===== src/rtl/darwin_rx_recv.sv =====
// Toggle-handshake receiver: captures 16-bit words from RX_REQ/RX_ACK into a FIFO and streams them out as AXIS.
// TLAST is cut at MAX_PKT_WORDS beats or when a lone buffered word has waited IDLE_TIMEOUT cycles.
module darwin_rx_recv #(
  parameter int SYNC_STAGES   = 2,
  parameter int FIFO_DEPTH    = 16,
  parameter int MAX_PKT_WORDS = 256,
  parameter int IDLE_TIMEOUT  = 1000
) (
  input  logic        clk,
  input  logic        rst_n,
  input  logic [15:0] RX_DATA,
  input  logic        RX_REQ,
  output logic        RX_ACK,
  output logic [15:0] M_AXIS_TDATA,
  output logic        M_AXIS_TVALID,
  output logic [1:0]  M_AXIS_TKEEP,
  output logic        M_AXIS_TLAST,
  input  logic        M_AXIS_TREADY,
  output logic        OVERRUN
);

  localparam int AW = $clog2(FIFO_DEPTH);
  localparam int IW = (MAX_PKT_WORDS > 1) ? $clog2(MAX_PKT_WORDS) : 1;
  localparam int TW = $clog2(IDLE_TIMEOUT);
  localparam int SW = $clog2(SYNC_STAGES + 2);
  localparam logic [AW:0]   FULL_LVL  = (AW+1)'(FIFO_DEPTH);
  localparam logic [AW:0]   ONE       = (AW+1)'(1);
  localparam logic [AW:0]   TWO       = (AW+1)'(2);
  localparam logic [IW-1:0] LAST_IDX  = IW'(MAX_PKT_WORDS - 1);
  localparam logic [TW-1:0] IDLE_LAST = TW'(IDLE_TIMEOUT - 1);
  localparam logic [SW-1:0] SETTLED   = SW'(SYNC_STAGES + 1);

  typedef enum logic [1:0] {O_EMPTY, O_HOLD, O_VALID} ostate_t;

  logic [SYNC_STAGES-1:0] sync;
  logic                   req_prev;
  logic [SW-1:0]          settle;
  logic                   settled, req_edge;
  logic                   pending, ack_due;
  logic [15:0]            cap_dat, wr_dat;
  logic [15:0]            mem [FIFO_DEPTH];
  logic [AW-1:0]          wr_ptr, rd_ptr;
  logic [AW:0]            count, count_nxt, occupancy;
  logic                   hs, space, fifo_wr, take_new, take_cap, go_pend;
  logic                   can_load, load, load_last, last_idx, one_left;
  ostate_t                state;
  logic [IW-1:0]          idx, idx_eff;
  logic [TW-1:0]          idle;

  assign M_AXIS_TKEEP = 2'b11;

  assign settled  = (settle == SETTLED);
  assign req_edge = settled && (sync[SYNC_STAGES-1] ^ req_prev);

  // The output register counts as the FIFO head, so at most FIFO_DEPTH words are ever buffered.
  assign hs        = M_AXIS_TVALID && M_AXIS_TREADY;
  assign occupancy = count + {{AW{1'b0}}, M_AXIS_TVALID};
  assign space     = (occupancy != FULL_LVL) || hs;
  assign take_new  = req_edge && !pending && space;
  assign take_cap  = pending && space;
  assign go_pend   = req_edge && !pending && !space;
  assign fifo_wr   = take_new || take_cap;
  assign wr_dat    = pending ? cap_dat : RX_DATA;

  assign can_load  = !M_AXIS_TVALID || hs;
  assign idx_eff   = !hs ? idx : (M_AXIS_TLAST ? '0 : idx + 1'b1);
  assign last_idx  = (idx_eff == LAST_IDX);
  assign one_left  = (count == ONE);
  assign load      = can_load && ((count >= TWO) ||
                     (one_left && (last_idx || (state == O_HOLD && idle == IDLE_LAST))));
  assign load_last = (count >= TWO) ? last_idx : 1'b1;
  assign count_nxt = count + {{AW{1'b0}}, fifo_wr} - {{AW{1'b0}}, load};

  always_ff @(posedge clk or negedge rst_n) begin
    if (!rst_n) begin
      sync     <= '0;
      req_prev <= 1'b0;
      settle   <= '0;
      pending  <= 1'b0;
      cap_dat  <= '0;
      ack_due  <= 1'b0;
      RX_ACK   <= 1'b0;
      OVERRUN  <= 1'b0;
      wr_ptr   <= '0;
      rd_ptr   <= '0;
      count    <= '0;
    end else begin
      sync     <= {sync[SYNC_STAGES-2:0], RX_REQ};
      req_prev <= sync[SYNC_STAGES-1];
      if (!settled) settle <= settle + 1'b1;
      if (go_pend) begin
        pending <= 1'b1;
        cap_dat <= RX_DATA;
      end else if (take_cap) begin
        pending <= 1'b0;
      end
      // A second request while one is still parked means the chip ignored the handshake.
      if (req_edge && pending) OVERRUN <= 1'b1;
      ack_due <= fifo_wr;
      if (ack_due) RX_ACK <= ~RX_ACK;
      if (fifo_wr) wr_ptr <= wr_ptr + 1'b1;
      if (load)    rd_ptr <= rd_ptr + 1'b1;
      count <= count_nxt;
    end
  end

  always_ff @(posedge clk) begin
    if (fifo_wr) mem[wr_ptr] <= wr_dat;
  end

  always_ff @(posedge clk or negedge rst_n) begin
    if (!rst_n) begin
      state         <= O_EMPTY;
      M_AXIS_TVALID <= 1'b0;
      M_AXIS_TDATA  <= '0;
      M_AXIS_TLAST  <= 1'b0;
      idx           <= '0;
      idle          <= '0;
    end else begin
      if (hs) idx <= idx_eff;
      if (fifo_wr || load || state != O_HOLD) idle <= '0;
      else                                     idle <= idle + 1'b1;
      if (can_load) begin
        if (load) begin
          state         <= O_VALID;
          M_AXIS_TVALID <= 1'b1;
          M_AXIS_TDATA  <= mem[rd_ptr];
          M_AXIS_TLAST  <= load_last;
        end else begin
          state         <= (count_nxt == ONE) ? O_HOLD : O_EMPTY;
          M_AXIS_TVALID <= 1'b0;
        end
      end
    end
  end

endmodule


===== config.mk =====
export PLATFORM = sky130hd
export DESIGN_NAME = darwin_rx_recv
export DESIGN_NICKNAME = d
export VERILOG_FILES = /design/src/rtl/darwin_rx_recv.sv
export SDC_FILE = /design/constraint.sdc
export NUM_CORES = 1
export LEC_CHECK = 0
export ABC_AREA = 1
export BUFFER_PORTS_ARGS = -buffer_cell sky130_fd_sc_hd__buf_2
export CORE_MARGIN = 8
export CORE_UTILIZATION = 39
export DETAILED_ROUTE_END_ITERATION = 12
export PLACE_DENSITY = 0.53
export REMOVE_ABC_BUFFERS = 1
export SLEW_MARGIN = 20
export SYNTH_ARGS = -nofsm -noshare
export SYNTH_HDL_FRONTEND = slang
export SYNTH_SLANG_ARGS = --single-unit

===== constraint.sdc =====
create_clock -name clk -period 3.5 [get_ports clk]
set_clock_uncertainty 0.2 [all_clocks]
set_input_delay 0.175 -clock clk [delete_from_list [all_inputs] [get_ports clk]]
set_output_delay 0.175 -clock clk [all_outputs]
set_load 0.05 [all_outputs]

# [Word-level counts from Yosys, hierarchy flattened]
# Memory sizes are Yosys's and may differ from the RTL's. A register that Yosys moved wholly into a read port is not among the register bits.
# Cells that the tools add are included.
[word_totals] memories=1 output_inout_bits=22 mem_bits_rw=256 register_bits=60
[op_classes] addsub=8 reduce_logical=23 eq_ne=8 magnitude_cmp=1 muxes=12 bitwise=2
[mem_list] name="mem" depth=16 width=16 rd=1 rd_ports_with_merged_regs=1 wr=1 line="41" rtl="logic [15:0] mem [FIFO_DEPTH];"
[ops] cell="$mux W16" n=1
[ops] cell="$mux W8" n=2
[ops] cell="$add A10 B1 Y10 const B" n=1
[ops] cell="$add A5 B1 Y5" n=2
[ops] cell="$eq A10 B10 Y1 const B" n=1
[ops] cell="$eq A5 B1 Y1 const B" n=2
[ops] cell="$logic_and A1 B1 Y1" n=10
[ops] cell="$mux W10" n=1
[ops] cell="$add A4 B1 Y4 const B" n=2
[ops] cell="$add A8 B1 Y8 const B" n=1
[ops] cell="$eq A8 B8 Y1 const B" n=1
[ops] cell="$logic_or A1 B1 Y1" n=7
[ops] cell="$mux W1" n=7
[ops] cell="$ge A5 B2 Y1 const B" n=1
[ops] cell="$ne A5 B5 Y1 const B" n=1
[ops] cell="$sub A5 B1 Y5" n=1
[ops] cell="$logic_not A1 Y1" n=4
[ops] cell="$add A2 B1 Y2 const B" n=1
[ops] cell="$eq A2 B1 Y1 const B" n=1
[ops] cell="$eq A2 B2 Y1 const B" n=1
[ops] cell="$mux W2" n=1
[ops] cell="$ne A2 B1 Y1 const B" n=1
[ops] cell="$reduce_and A2 Y1" n=1
[ops] cell="$reduce_bool A2 Y1" n=1
[ops] cell="2 further kinds" n=2

# [Depth between registers and ports, before layout]
# Gate-level depths: netlist (run 1).
[logic_depth] word_depth=12 mapped_depth=24 mapped_depth_nobuf=23

# [Worst setup path after synthesis (run 1)]
# Ideal clock, no wire load.
[synth_timing] kind="register to register" startpoint="reg M_AXIS_TVALID" endpoint="reg state[0]" stages_incl_launch_ff=23 setup_time_ps=116 t_required_ps=3184 period_less_slack_ps=3569 slack_ps=-69 t_arrival_ps=3252 path_buffers=1 path_cell_list="dfrtp_1 > nand2_4 > nor2_2 > nand2_1 > nand2_1 > nand3_1 > nor2_2 > nand3_2 > nand2_1 > nand2_2 > nand2_4 > nand2_4 > buf_6 > ha_1 > ha_1 > fa_1 > a21oi_1 > nor2_1 > nor2_1 > xor2_1 > nor4_1 > nand2_1 > nand2_1"
[synth_via] elab_chain_cells=11 word_cells_on_any_way=20 cone_classes="add/sub: 3; eq/ne: 3; mux: 3; reduce/logical: 11"
[synth_lines] item="from (decl)" line="15" rtl="output logic M_AXIS_TVALID,"
[synth_lines] item="from (signal assigned)" line="114" rtl="M_AXIS_TVALID <= 1'b0;"
[synth_lines] item="from (signal assigned)" line="126" rtl="M_AXIS_TVALID <= 1'b1;"
[synth_lines] item="from (signal assigned)" line="131" rtl="M_AXIS_TVALID <= 1'b0;"
[synth_lines] item="parallel branches: the longest is 7 deep, another holds $add A5 B1 Y5"
[synth_lines] item="$sub A5 B1 Y5 *" line="72" rtl="assign count_nxt = count + {{AW{1'b0}}, fifo_wr} - {{AW{1'b0}}, load};"
[synth_lines] item="via count_nxt[4]" line="43" rtl="logic [AW:0] count, count_nxt, occupancy;"
[synth_lines] item="$eq A5 B1 Y1 *" line="130" rtl="state <= (count_nxt == ONE) ? O_HOLD : O_EMPTY;"
[synth_lines] item="$mux W1 *" line="130"
[synth_lines] item="$mux W2 *" line="124" rtl="if (load) begin"
[synth_lines] item="to (signal assigned)" line="130"
[synth_lines] item="to (decl)" line="46" rtl="ostate_t state;"
# Mark *: on every way through the listed nets, which the timed path passes.
# A chain may end at the register's enable or synchronous reset.

# [Final worst setup path (run 1)]
[layout_timing] startpoint="reg idx[1]" endpoint="reg state[0]"
[layout_via] elab_chain_cells=12
[layout_lines] item="from (decl)" line="47" rtl="logic [IW-1:0] idx, idx_eff;"
[layout_lines] item="from (signal assigned)" line="120" rtl="if (hs) idx <= idx_eff;"
[layout_lines] item="$add A8 B1 Y8" line="66" rtl="assign idx_eff = !hs ? idx : (M_AXIS_TLAST ? '0 : idx + 1'b1);"
[layout_lines] item="$mux W8" line="66"
[layout_lines] item="$mux W8 *" line="66"
[layout_lines] item="$eq A8 B8 Y1 *" line="67" rtl="assign last_idx = (idx_eff == LAST_IDX);"
[layout_lines] item="$logic_or A1 B1 Y1 *" line="70" rtl="(one_left && (last_idx || (state == O_HOLD && idle == IDLE_LAST))));"
[layout_lines] item="$logic_and A1 B1 Y1 *" line="70"
[layout_lines] item="$logic_or A1 B1 Y1 *" line="69" rtl="assign load = can_load && ((count >= TWO) ||"
[layout_lines] item="$logic_and A1 B1 Y1 *" line="69"
[layout_lines] item="$sub A5 B1 Y5 *" line="72"
[layout_lines] item="via count_nxt[4]" line="43"
[layout_lines] item="$eq A5 B1 Y1 *" line="130"
[layout_lines] item="$mux W1 *" line="130"
[layout_lines] item="$mux W2 *" line="124"
# The timed path passes the listed nets; every way through them passes the cells marked *.

==> results of run 1 <==
## cells by family after synthesis
| family | synth area share (%) |
|---|---|
| buf+inv | 3.60 |
| mux | 3.28 |
| other cells | 0.0273 |
| fa+ha+maj | 2.15 |
| flops | 69.5 |
| simple gates | 11.1 |
| xor+xnor | 0.955 |
| compound gates | 9.37 |
## critical path: stages (launching register included)
cell and delay, ns:
dfrtp_1 0.40, buf_4 0.14, nand3_2 0.12, nor2_2 0.13, nor2_1 0.06, nor2_2 0.13, nand2_1 0.07, nor2_2 0.13
nand3_2 0.08, nand2_1 0.08, nand2_2 0.06, nand2_4 0.07, nand2_4 0.06, ha_4 0.22, ha_4 0.16, fa_2 0.36
a21oi_2 0.14, nor2_1 0.05, nor2_1 0.12, xor2_1 0.20, nor4_1 0.07, nand2_1 0.07, nand2_1 0.04
## layout make-up
cell class,count,area [um^2],area share (%)
multi-input cells,665,3820,23.4
clock inverters,15,150,0.920
clock buffers,53,1080,6.61
flip-flops and latches,331,9570,58.7
repair buffers,121,903,5.54
well taps,455,569,3.49
inverters,57,215,1.32
## metal layers
| metal | GRT usage [%] | vias up | share of wire [%] |
|---|---|---|---|
| met2 | 26.3 | 170 | 48 |
| met5 | 0 | - | 0 |
| met3 | 2.57 | 61 | 3.9 |
| met4 | 5.13 | 0 | 2.8 |
| li1 | - | 4198 | - |
| met1 | 20.7 | 4293 | 45 |
## path summary, 6_finish.rpt
kind	from	end	slack, ns	cells after the start
worst min register to register	sync[0]$_DFF_PN0_	sync[1]$_DFF_PN0_	0.15	0
min in group asynchronous	rst_n	cap_dat[14]$_DFFE_PN0P_	0.51	3
worst max register to register	idx[1]$_DFFE_PN0N_	state[0]$_DFFE_PN0P_	0.23	22
worst max-delay path	idx[1]$_DFFE_PN0N_	state[0]$_DFFE_PN0P_	0.23	22
worst min-delay path	RX_REQ	sync[0]$_DFF_PN0_	0.12	2
max in group asynchronous	rst_n	count[4]$_DFF_PN0_	1.52	4
## cell usage in the layout, fill, tap and decap left out, drive strengths merged, types with 3 or more instances in the layout
cell type,n
o21ai,119
ha,22
o211ai,40
xor2,13
nor2,156
o221ai,24
edfxtp,256
nand3,49
inv,56
nand2,146
clkbuf,53
nor3,6
buf,100
nor3b,3
nand4,4
o22ai,20
bufinv,3
dlygate4sd3,21
a21oi,7
clkinv,12
dfrtp,75
mux2i,44
## flip-flops by register name, indices dropped and copies added, names as in the netlist
signal / count
M_AXIS_TVALID: 1
req_prev: 1
M_AXIS_TLAST: 1
M_AXIS_TDATA: 16
OVERRUN: 1
count: 5
state: 1
wr_ptr: 4
mem: 256
cap_dat: 16
pending: 1
sync: 2
idle: 10
ack_due: 1
rd_ptr: 4
RX_ACK: 1
idx: 8
settle: 2
## power by group
| part | switching [mW] | internal, mW | leakage (nW) |
|---|---|---|---|
| registers | 0.418 | 5.01 | 3.26 |
| logic | 3.09 | 1.51 | 2.27 |
| clock network | 1.50 | 2.37 | 0.602 |
| total | 5.01 | 8.89 | 6.13 |
## repair_timing
action / in CTS / in global routing
endpoints found under the setup margin: 0 / 2
setup buffers: 0 / 6
hold endpoints to repair: 73 / 0
resized for setup: 0 / 14
hold buffers: 21 / 0
==> metrics.txt, run 1 <==
outcome=finished, final reports clean; average size of a mapped cell=12.4 um^2; Starting Density=39.7%; TritonCTS sink count=331; hold_ws=0.117 ns; Synth top cells by count=edfxtp_1 (256), nor2_1 (150), nand2_1 (141); count leader, synth=edfxtp_1; Placed Area=14700 um^2; filler cell count=3108; Synth async-reset ratio=22.7%; vias in the first global route=8634; Die W=204 um; DR iter-0 viols=507; number of synthesized flops with an enable pin=256; prevailing post-synth register cell=edfxtp_1; top cells by area, synth=edfxtp_1 (56%), dfrtp_1 (14%), o21ai_0 (4.3%); synth-to-layout area growth=18.6%; Max Cap Viol=0; pre-CTS setup slack=0.0283 ns; root buffer cell=clkbuf_16; Wirelength per Cell=19.4 um; fin util=47.1%; Tightest Pin Transition=0.879 ns; total gr overflow=0; antenna violations before repair=0; site row count=68; Synth warnings=0; Pwr Total=13.9 mW; Netlist cell types=40; Slew Viols, Final=0; Num CTS Buffers=37; Setup TNS Final=0 ns; Clock Latency Late Sink=0.52 ns; CP endpoint kind=flop; Die Ht=204 um; Max Freq=306 MHz; Core Region=34600 um^2; CTS tree=yes; H-tree levels=2; IO buf count=39; Vias/cell=5.14; Die ar.=41500 um^2; All-Layer GR Usage=15.7%; antenna fix cells=0; IO Pins=42; final setup violation count=0; Yosys reg bits=331; Critical Path RT=3.71 ns; Mapped Cells=1112; placed insts=1601; Period Utilization, post-route=93.3%; PwrDens=852 nW/um^2; Yosys top cell by area=edfxtp_1; Clk pin slew, worst setup/hold paths=0.06 ns; Max IR drop VDD=0.410 mV; Cell Area, Synth=13800 um^2; DRC viols=0; Seq/Total Area, Yosys=69.5%; final std cells w/o fill=1697; GPL Wtd Cong=0.778; post-DP HPWL=18900 um; worst setup path category=flop to flop; First-pass DRT Iterations=4; area share of the largest cell type after synthesis=55.9%; Routed Antenna Nets=0; HP Class=input pin to flop; layout cell share with drive strength beyond 1=16.1%; Tmin final=3.27 ns; Worst Slack Setup Final=0.234 ns; drt total wl=32900 um; P_leak=6.13 nW; Hold Violations, Final=0; clk buf depth=3; nets@finish=1256; vias=8722; Arr. time, crit path=3.47 ns; Worst Setup Start Kind=flop; first-pass GRT wire length=50400 um; Max transition margin=41.0%; largest net degree at the start of global routing=95; final instance area=16300 um^2; largest fanout on the critical path=4
Power figures use the tool's default switching activity.
==> run 2: changes to the inputs <==
ABC_AREA = not set   (was 1)
CORE_UTILIZATION = 55   (was 39)
PLACE_DENSITY = 0.72   (was 0.53)
==> metrics.txt, run 2 <==
outcome=finished, violations left; failing checks=setup timing; worst setup path category=flop to flop; drt total wl=31500 um (-4.4%); antenna violations before repair=0 (unchanged); Slew Viols, Final=0 (unchanged); Worst Slack Setup Final=-0.166 ns (-0.400 ns); Hold Path Origin=M_AXIS_TREADY; commonest non-fill, non-tap cell in the layout=edfxtp_1; H-tree levels=2 (unchanged); Pwr Total=13.9 mW (-0.31%); GPL Wtd Cong=0.790 (+1.6%); Critical Path RT=3.75 ns (+0.04 ns); average size of a mapped cell=17.4 um^2 (+41%); Die W=174 um (-14%); mux cell area share after synthesis=13.3% (+10 points); DR iter-0 viols=772 (+52%); First-pass DRT Iterations=5 (+1); Synth top cells by count=edfxtp_1 (256), dfrtp_1 (75), mux4_2 (64); Max Freq=273 MHz (-11%); Critical R2R Capture=state[0]$_DFFE_PN0P_; CP endpoint kind=flop; Mapped Cells=794 (-29%); Yosys top cell by area=edfxtp_1; Max IR drop VDD=0.786 mV (+92%); CP cell instances=buf_6, nand2_4, or4_4, a32oi_4, nand4_1, a21o_1, ha_4, ha_4, fa_2, xnor2_2, or3b_4, nor4b_2, a32o_1; worst path bufs/invs=1 (unchanged); Hold Violations, Final=0 (unchanged); hold_ws=0.0572 ns (-0.0597 ns); P_leak=5.97 nW (-2.6%); Vias/cell=6.15 (+20%); clk buf depth=3 (unchanged); Regs by FF count=mem: 256 flops, M_AXIS_TDATA: 16 flops, cap_dat: 16 flops; Synth async-reset ratio=22.7% (unchanged); Hold Path Stages=6 (+4); Die Ht=174 um (-14%); reg-to-reg critical path startpoint=M_AXIS_TVALID$_DFFE_PN0P_; dominant combinational cell family by area after synthesis=multiplexers; RSZ-0062 raised after global routing=yes; Synth Area in Compound Gates=4.98% (-4.4 points); Yosys reg bits=331 (unchanged); largest fanout on the critical path=7 (+3); All-Layer GR Usage=20.7% (+4.9 points); largest net degree at the start of global routing=59 (-38%); HP Class=input pin to flop; Tightest Pin Transition=1.12 ns (+0.245 ns); root buffer cell=clkbuf_16; Post-Synth XOR/XNOR Area=1.33% (+0.38 points); prevailing post-synth register cell=edfxtp_1; most frequent cells in the layout=edfxtp_1 (256), buf_4 (75), dfrtp_1 (72); antenna fix cells=0 (unchanged); Starting Density=55.5% (+16 points); first-pass GRT wire length=47700 um (-5.5%); vias=7882 (-9.6%); Worst Setup Start Kind=flop; register-to-register setup slack=-0.17 ns (-0.40 ns); final setup violation count=1 (+1); delay-heaviest family, CP=simple AND/OR/NAND/NOR gates; IO buf count=39 (unchanged); most flop-heavy register=mem; Tmin final=3.67 ns (+0.400 ns); nets@finish=969 (-23%); Largest register FFs=256 (unchanged); TritonCTS sink count=331 (unchanged); count leader, synth=edfxtp_1; most used cell, CP=ha_4; synth-to-layout area growth=18.8%; number of synthesized flops with an enable pin=256 (unchanged); adder-cell area share of the yosys netlist=2.14% (-0.0084 points); fin util=65.9% (+19 points); area share of the largest cell type after synthesis=55.7% (-0.22 points); Slowest-stage cell, CP=or4_4; DRC viols=0 (unchanged); Routed Antenna Nets=0 (unchanged); Netlist cell types=69 (+73%); Max Cap Viol=0 (unchanged); CTS tree=yes; worst stage delay on the critical path=0.51 ns (+0.11 ns); top cells by area, synth=edfxtp_1 (56%), dfrtp_1 (14%), mux4_2 (10%); Arr. time, crit path=3.91 ns (+0.44 ns); Cell Area, Synth=13800 um^2 (+0.39%); Num CTS Buffers=34 (-8.1%); layout cell share with drive strength beyond 1=32.1% (+16 points); Post-Synth Simple-Gate Area=7.18% (-3.9 points); IO Pins=42 (unchanged); Period Utilization, post-route=105% (+11 points); post-DP HPWL=17800 um (-5.4%); PwrDens=844 nW/um^2 (-0.90%); Seq/Total Area, Yosys=69.2% (-0.27 points); site row count=58 (-15%); vias in the first global route=8221 (-4.8%); Clk pin slew, worst setup/hold paths=0.06 ns (about the same); r2r worst-path depth=13 (-41%); total gr overflow=0 (unchanged); Synth warnings=0 (unchanged); Max transition margin=25.0% (-16 points); Wirelength per Cell=24.6 um (+27%); Clock Latency Late Sink=0.52 ns (about the same); Die ar.=30400 um^2 (-27%); Core Region=24900 um^2 (-28%); hold worst-path end=idx[4]$_DFFE_PN0N_
[run 2: cell types whose count changed in the layout (fill, tap and decap cells not counted), sizes merged, moves of 34 or more]
cell and delta:
nor2 -132, o21ai -111, nand2 -82, mux4 +64, inv -44, mux2i -44, o211ai -38, mux2 +34
[run 2: worst max path at each step]
stage	cells after the start	from	slack, ns	end
floorplan	7	M_AXIS_TVALID$_DFFE_PN0P_	-1.05	mem[0][0]$_DFFE_PP_
global placement	13	M_AXIS_TVALID$_DFFE_PN0P_	-0.40	state[0]$_DFFE_PN0P_
detailed placement	13	M_AXIS_TVALID$_DFFE_PN0P_	-0.47	state[0]$_DFFE_PN0P_
CTS	13	M_AXIS_TVALID$_DFFE_PN0P_	-0.18	state[0]$_DFFE_PN0P_
global route	14	M_AXIS_TVALID$_DFFE_PN0P_	-0.30	state[0]$_DFFE_PN0P_
finish	13	M_AXIS_TVALID$_DFFE_PN0P_	-0.17	state[0]$_DFFE_PN0P_
[run 2: report_power, final]
| group | leakage [nW] | switching [mW] | internal (mW) |
|---|---|---|---|
| clock | 0.587 | 1.48 | 2.30 |
| sequential | 3.26 | 0.509 | 4.92 |
| combinational | 2.13 | 2.51 | 2.13 |
| total | 5.97 | 4.50 | 9.35 |
[run 2: what timing repair did]
| item | CTS | global route |
|---|---|---|
| gates resized for setup | 7 | 13 |
| endpoints found under the setup margin | 2 | 3 |
| buffers inserted | 2 | 5 |
| pin swaps | 10 | 11 |
| endpoints found under the hold margin | 98 | 0 |
| hold buffers | 23 | 0 |
[run 2: through the flow]
| stage | TNS, ns | cell area [um^2] | cells | setup slack (ns) |
|---|---|---|---|---|
| after global placement | -0.399 | 14800 | 1190 | -0.399 |
| after floorplan | -77.61 | 13600 | 751 | -1.05 |
| after CTS | -0.185 | 16300 | 1277 | -0.185 |
| after detailed placement | -0.490 | 14800 | 1190 | -0.467 |
| after global routing | -0.357 | 16400 | 1282 | -0.297 |
| final | -0.166 | 16400 | 1282 | -0.166 |
[run 2: area by class of cell]
cell class	instances	area (um^2)
Clock buffer	41	948
Multi-Input combinational cell	408	4160
Inverter	12	45.0
Timing Repair Buffer	139	1030
Fill cell	1623	8480
Sequential cell	331	9570
Tap cell	330	413
Clock inverter	21	241
[run 2: cell families (layout without fill, tap and decap cells)]
group,after synthesis,after routing
multiplexers,99,99
buffers and inverters,56,213
XOR/XNOR,21,21
other,1,2
flip-flops,331,331
AND/OR/NAND/NOR,177,177
AO/OA/AOI/OAI,86,86
adder cells (fa/ha/maj),23,23
[run 2: routing by layer]
layer	part of all wire, %	GRT usage, %
met5	0	0
met4	2.9	7.52
met3	6.5	3.54
met2	51	35.1
met1	40	26.5
[run 2: worst min-delay path, delay by kind of cell]
kind            cells  cell delay, ns
compound gates      2            0.17
buf+inv             2            0.25
simple gates        2            0.13
==> run 3: changes to the inputs <==
CELL_PAD_IN_SITES_DETAIL_PLACEMENT = 1   (was not set)
CELL_PAD_IN_SITES_GLOBAL_PLACEMENT = 2   (was not set)
CORE_UTILIZATION = 43   (was 55)
PLACE_DENSITY = 0.73   (was 0.72)
==> metrics.txt, run 3 (synthesis results as in run 2) <==
HP Class=input pin to flop; most flop-heavy register=mem; CP cell instances=ha_2, ha_1, or3_1, a211oi_2, nor2_1, inv_1, ha_4, ha_4, fa_2, xnor2_2, or3b_4, nor4b_4, a32o_2; Max Freq=269 MHz (-1.4%); Routed Antenna Nets=0 (unchanged); most used cell, CP=ha_4; drt total wl=34100 um (+8.1%); Reg power frac=38.2% (-1.0 points); antenna fix cells=0 (unchanged); PwrDens=850 nW/um^2 (+0.64%); Die Ht=195 um (+12%); Hold Path Stages=5 (-1); filler cell count=2921 (+80%); total gr overflow=0 (unchanged); Tmin final=3.72 ns (+0.0533 ns); Die W=195 um (+12%); Critical Path RT=3.76 ns (about the same); r2r worst-path depth=13 (unchanged); Placed Area=15000 um^2 (+1.4%); nets@finish=983 (+1.4%); Clock Latency Late Sink=0.53 ns (about the same); Slowest-stage cell, CP=fa_2; Hold Violations, Final=0 (unchanged); site row count=65 (+12%); Slew Viols, Final=0 (unchanged); IO Pins=42 (unchanged); register-to-register setup slack=-0.22 ns (-0.05 ns); most frequent cells in the layout=edfxtp_1 (256), buf_4 (87), dfrtp_1 (72); synth-to-layout area growth=20.3%; vias in the first global route=8571 (+4.3%); H-tree levels=2 (unchanged); Starting Density=43.7% (-12 points); Clk pin slew, worst setup/hold paths=0.06 ns (about the same); Regs by FF count=mem: 256 flops, M_AXIS_TDATA: 16 flops, cap_dat: 16 flops; pre-CTS setup slack=-0.565 ns (-0.0981 ns); final instance area=16600 um^2 (+1.3%); Num CTS Buffers=37 (+8.8%); DR iter-0 viols=540 (-30%); Vias/cell=5.68 (-7.6%); Wirelength per Cell=24.9 um (+1.2%); All-Layer GR Usage=18.0% (-2.7 points); Tightest Pin Transition=1.09 ns (-0.0363 ns); Arr. time, crit path=3.98 ns (+0.07 ns); outcome=finished, violations left; hold worst-path end=idx[1]$_DFFE_PN0N_; Pwr Total=14.1 mW (+1.9%); RSZ-0062 raised after global routing=yes; Hold Path Origin=M_AXIS_TREADY; first-pass GRT wire length=52300 um (+9.6%); combinational cell fraction of total power=33.9% (+0.4 points); First-pass DRT Iterations=4 (-1); Max transition margin=27.5% (+2.5 points); Critical R2R Capture=state[0]$_DFFE_PN0P_; Period Utilization, post-route=106% (+1.5 points); Core Region=31600 um^2 (+27%); Largest register FFs=256 (unchanged); Die ar.=38100 um^2 (+25%); commonest non-fill, non-tap cell in the layout=edfxtp_1; Psw=4.68 mW (+3.8%); Max IR drop VDD=0.404 mV (-49%); IO buf count=39 (unchanged); post-DP HPWL=21000 um (+18%); TritonCTS sink count=331 (unchanged); vias=7778 (-1.3%); sw frac=33.1% (+0.62 points); failing checks=setup timing; GPL Wtd Cong=0.827 (+4.7%); reg-to-reg critical path startpoint=M_AXIS_TVALID$_DFFE_PN0P_; Worst Setup Start Kind=flop; clock network power share=28.0% (+0.7 points); DRC viols=0 (unchanged); Worst Slack Setup Final=-0.219 ns (-0.0533 ns); P_leak=6.08 nW (+1.8%); CTS tree=yes; largest fanout on the critical path=2 (-5); CP endpoint kind=flop; internal cell power=9.44 mW (+0.98%); largest net degree at the start of global routing=67 (+14%); root buffer cell=clkbuf_16; Max Cap Viol=0 (unchanged); worst setup path category=flop to flop; Setup TNS Final=-0.219 ns (-0.0533 ns); clk buf depth=3 (unchanged); worst stage delay on the critical path=0.42 ns (-0.09 ns); layout cell share with drive strength beyond 1=32.7% (+0.54 points); final setup violation count=1 (unchanged); antenna violations before repair=0 (unchanged)
## run 3: power by group through the flow
stage,clock (mW),combinational (mW),sequential (mW)
after floorplan,0,2.46,5.86
after detailed placement,0,4.60,5.48
final,3.95,4.78,5.39
after global placement,0,4.43,5.41
after CTS,4.03,4.76,5.40
after global routing,4.17,5.16,5.48
## run 3: critical path: cells and delay by family (launching register included)
kind	cells	cell delay, ns
adder cells (fa/ha/maj)	5	1.27
AND/OR/NAND/NOR	4	1.09
AO/OA/AOI/OAI	2	0.42
flip-flops	1	0.39
XOR/XNOR	1	0.15
buffers and inverters	1	0.13
## run 3: final cells by class
cell class	instances	area (um^2)	share of cell area, %
multi-input combinational	408	4150	25.0
tap	402	503	3.03
clock buffer	46	990	5.96
timing repair buffer	150	1100	6.65
sequential	331	9570	57.6
inverter	12	45.0	0.271
clock inverter	20	251	1.51
## run 3: timing repair
| action | in CTS | in global routing |
|---|---|---|
| hold endpoints to repair | 134 | 0 |
| setup buffers | 1 | 0 |
| endpoints found under the setup margin | 1 | 10 |
| gates resized for setup | 9 | 10 |
| pin swaps | 9 | 2 |
| hold buffers | 23 | 0 |
| cloned | 0 | 0 |
## run 3: per-stage QoR
| stage | util (%) | std cells | hold slack (ns) |
|---|---|---|---|
| global placement | 47.6 | 1279 | 0.0876 |
| global route | 52.5 | 1369 | 0.0783 |
| finish | 52.5 | 1369 | 0.0705 |
| detailed placement | 47.6 | 1279 | 0.0852 |
| CTS | 52.4 | 1369 | 0.0293 |
| floorplan | - | 751 | -0.321 |
## run 3: metal layers
metal / global-route usage (%) / vias to the layer above / share of wire [%]
met5: 0 / - / 0
met4: 4.21 / 0 / 1.6
met3: 3.22 / 39 / 4.6
met2: 30.8 / 184 / 50
met1: 23.6 / 4108 / 44
li1: - / 3447 / -
## run 3: worst max-delay path by stage
stage,from,endpoint,slack [ns],cells after the start
6_report,M_AXIS_TVALID$_DFFE_PN0P_,state[0]$_DFFE_PN0P_,-0.22,13
5_1_grt,M_AXIS_TVALID$_DFFE_PN0P_,state[0]$_DFFE_PN0P_,-0.35,12
4_1_cts,M_AXIS_TVALID$_DFFE_PN0P_,state[0]$_DFFE_PN0P_,-0.24,13
3_5_place_dp,M_AXIS_TVALID$_DFFE_PN0P_,state[0]$_DFFE_PN0P_,-0.56,13
3_3_place_gp,M_AXIS_TVALID$_DFFE_PN0P_,state[0]$_DFFE_PN0P_,-0.43,13
2_1_floorplan,M_AXIS_TVALID$_DFFE_PN0P_,mem[0][0]$_DFFE_PP_,-1.05,7
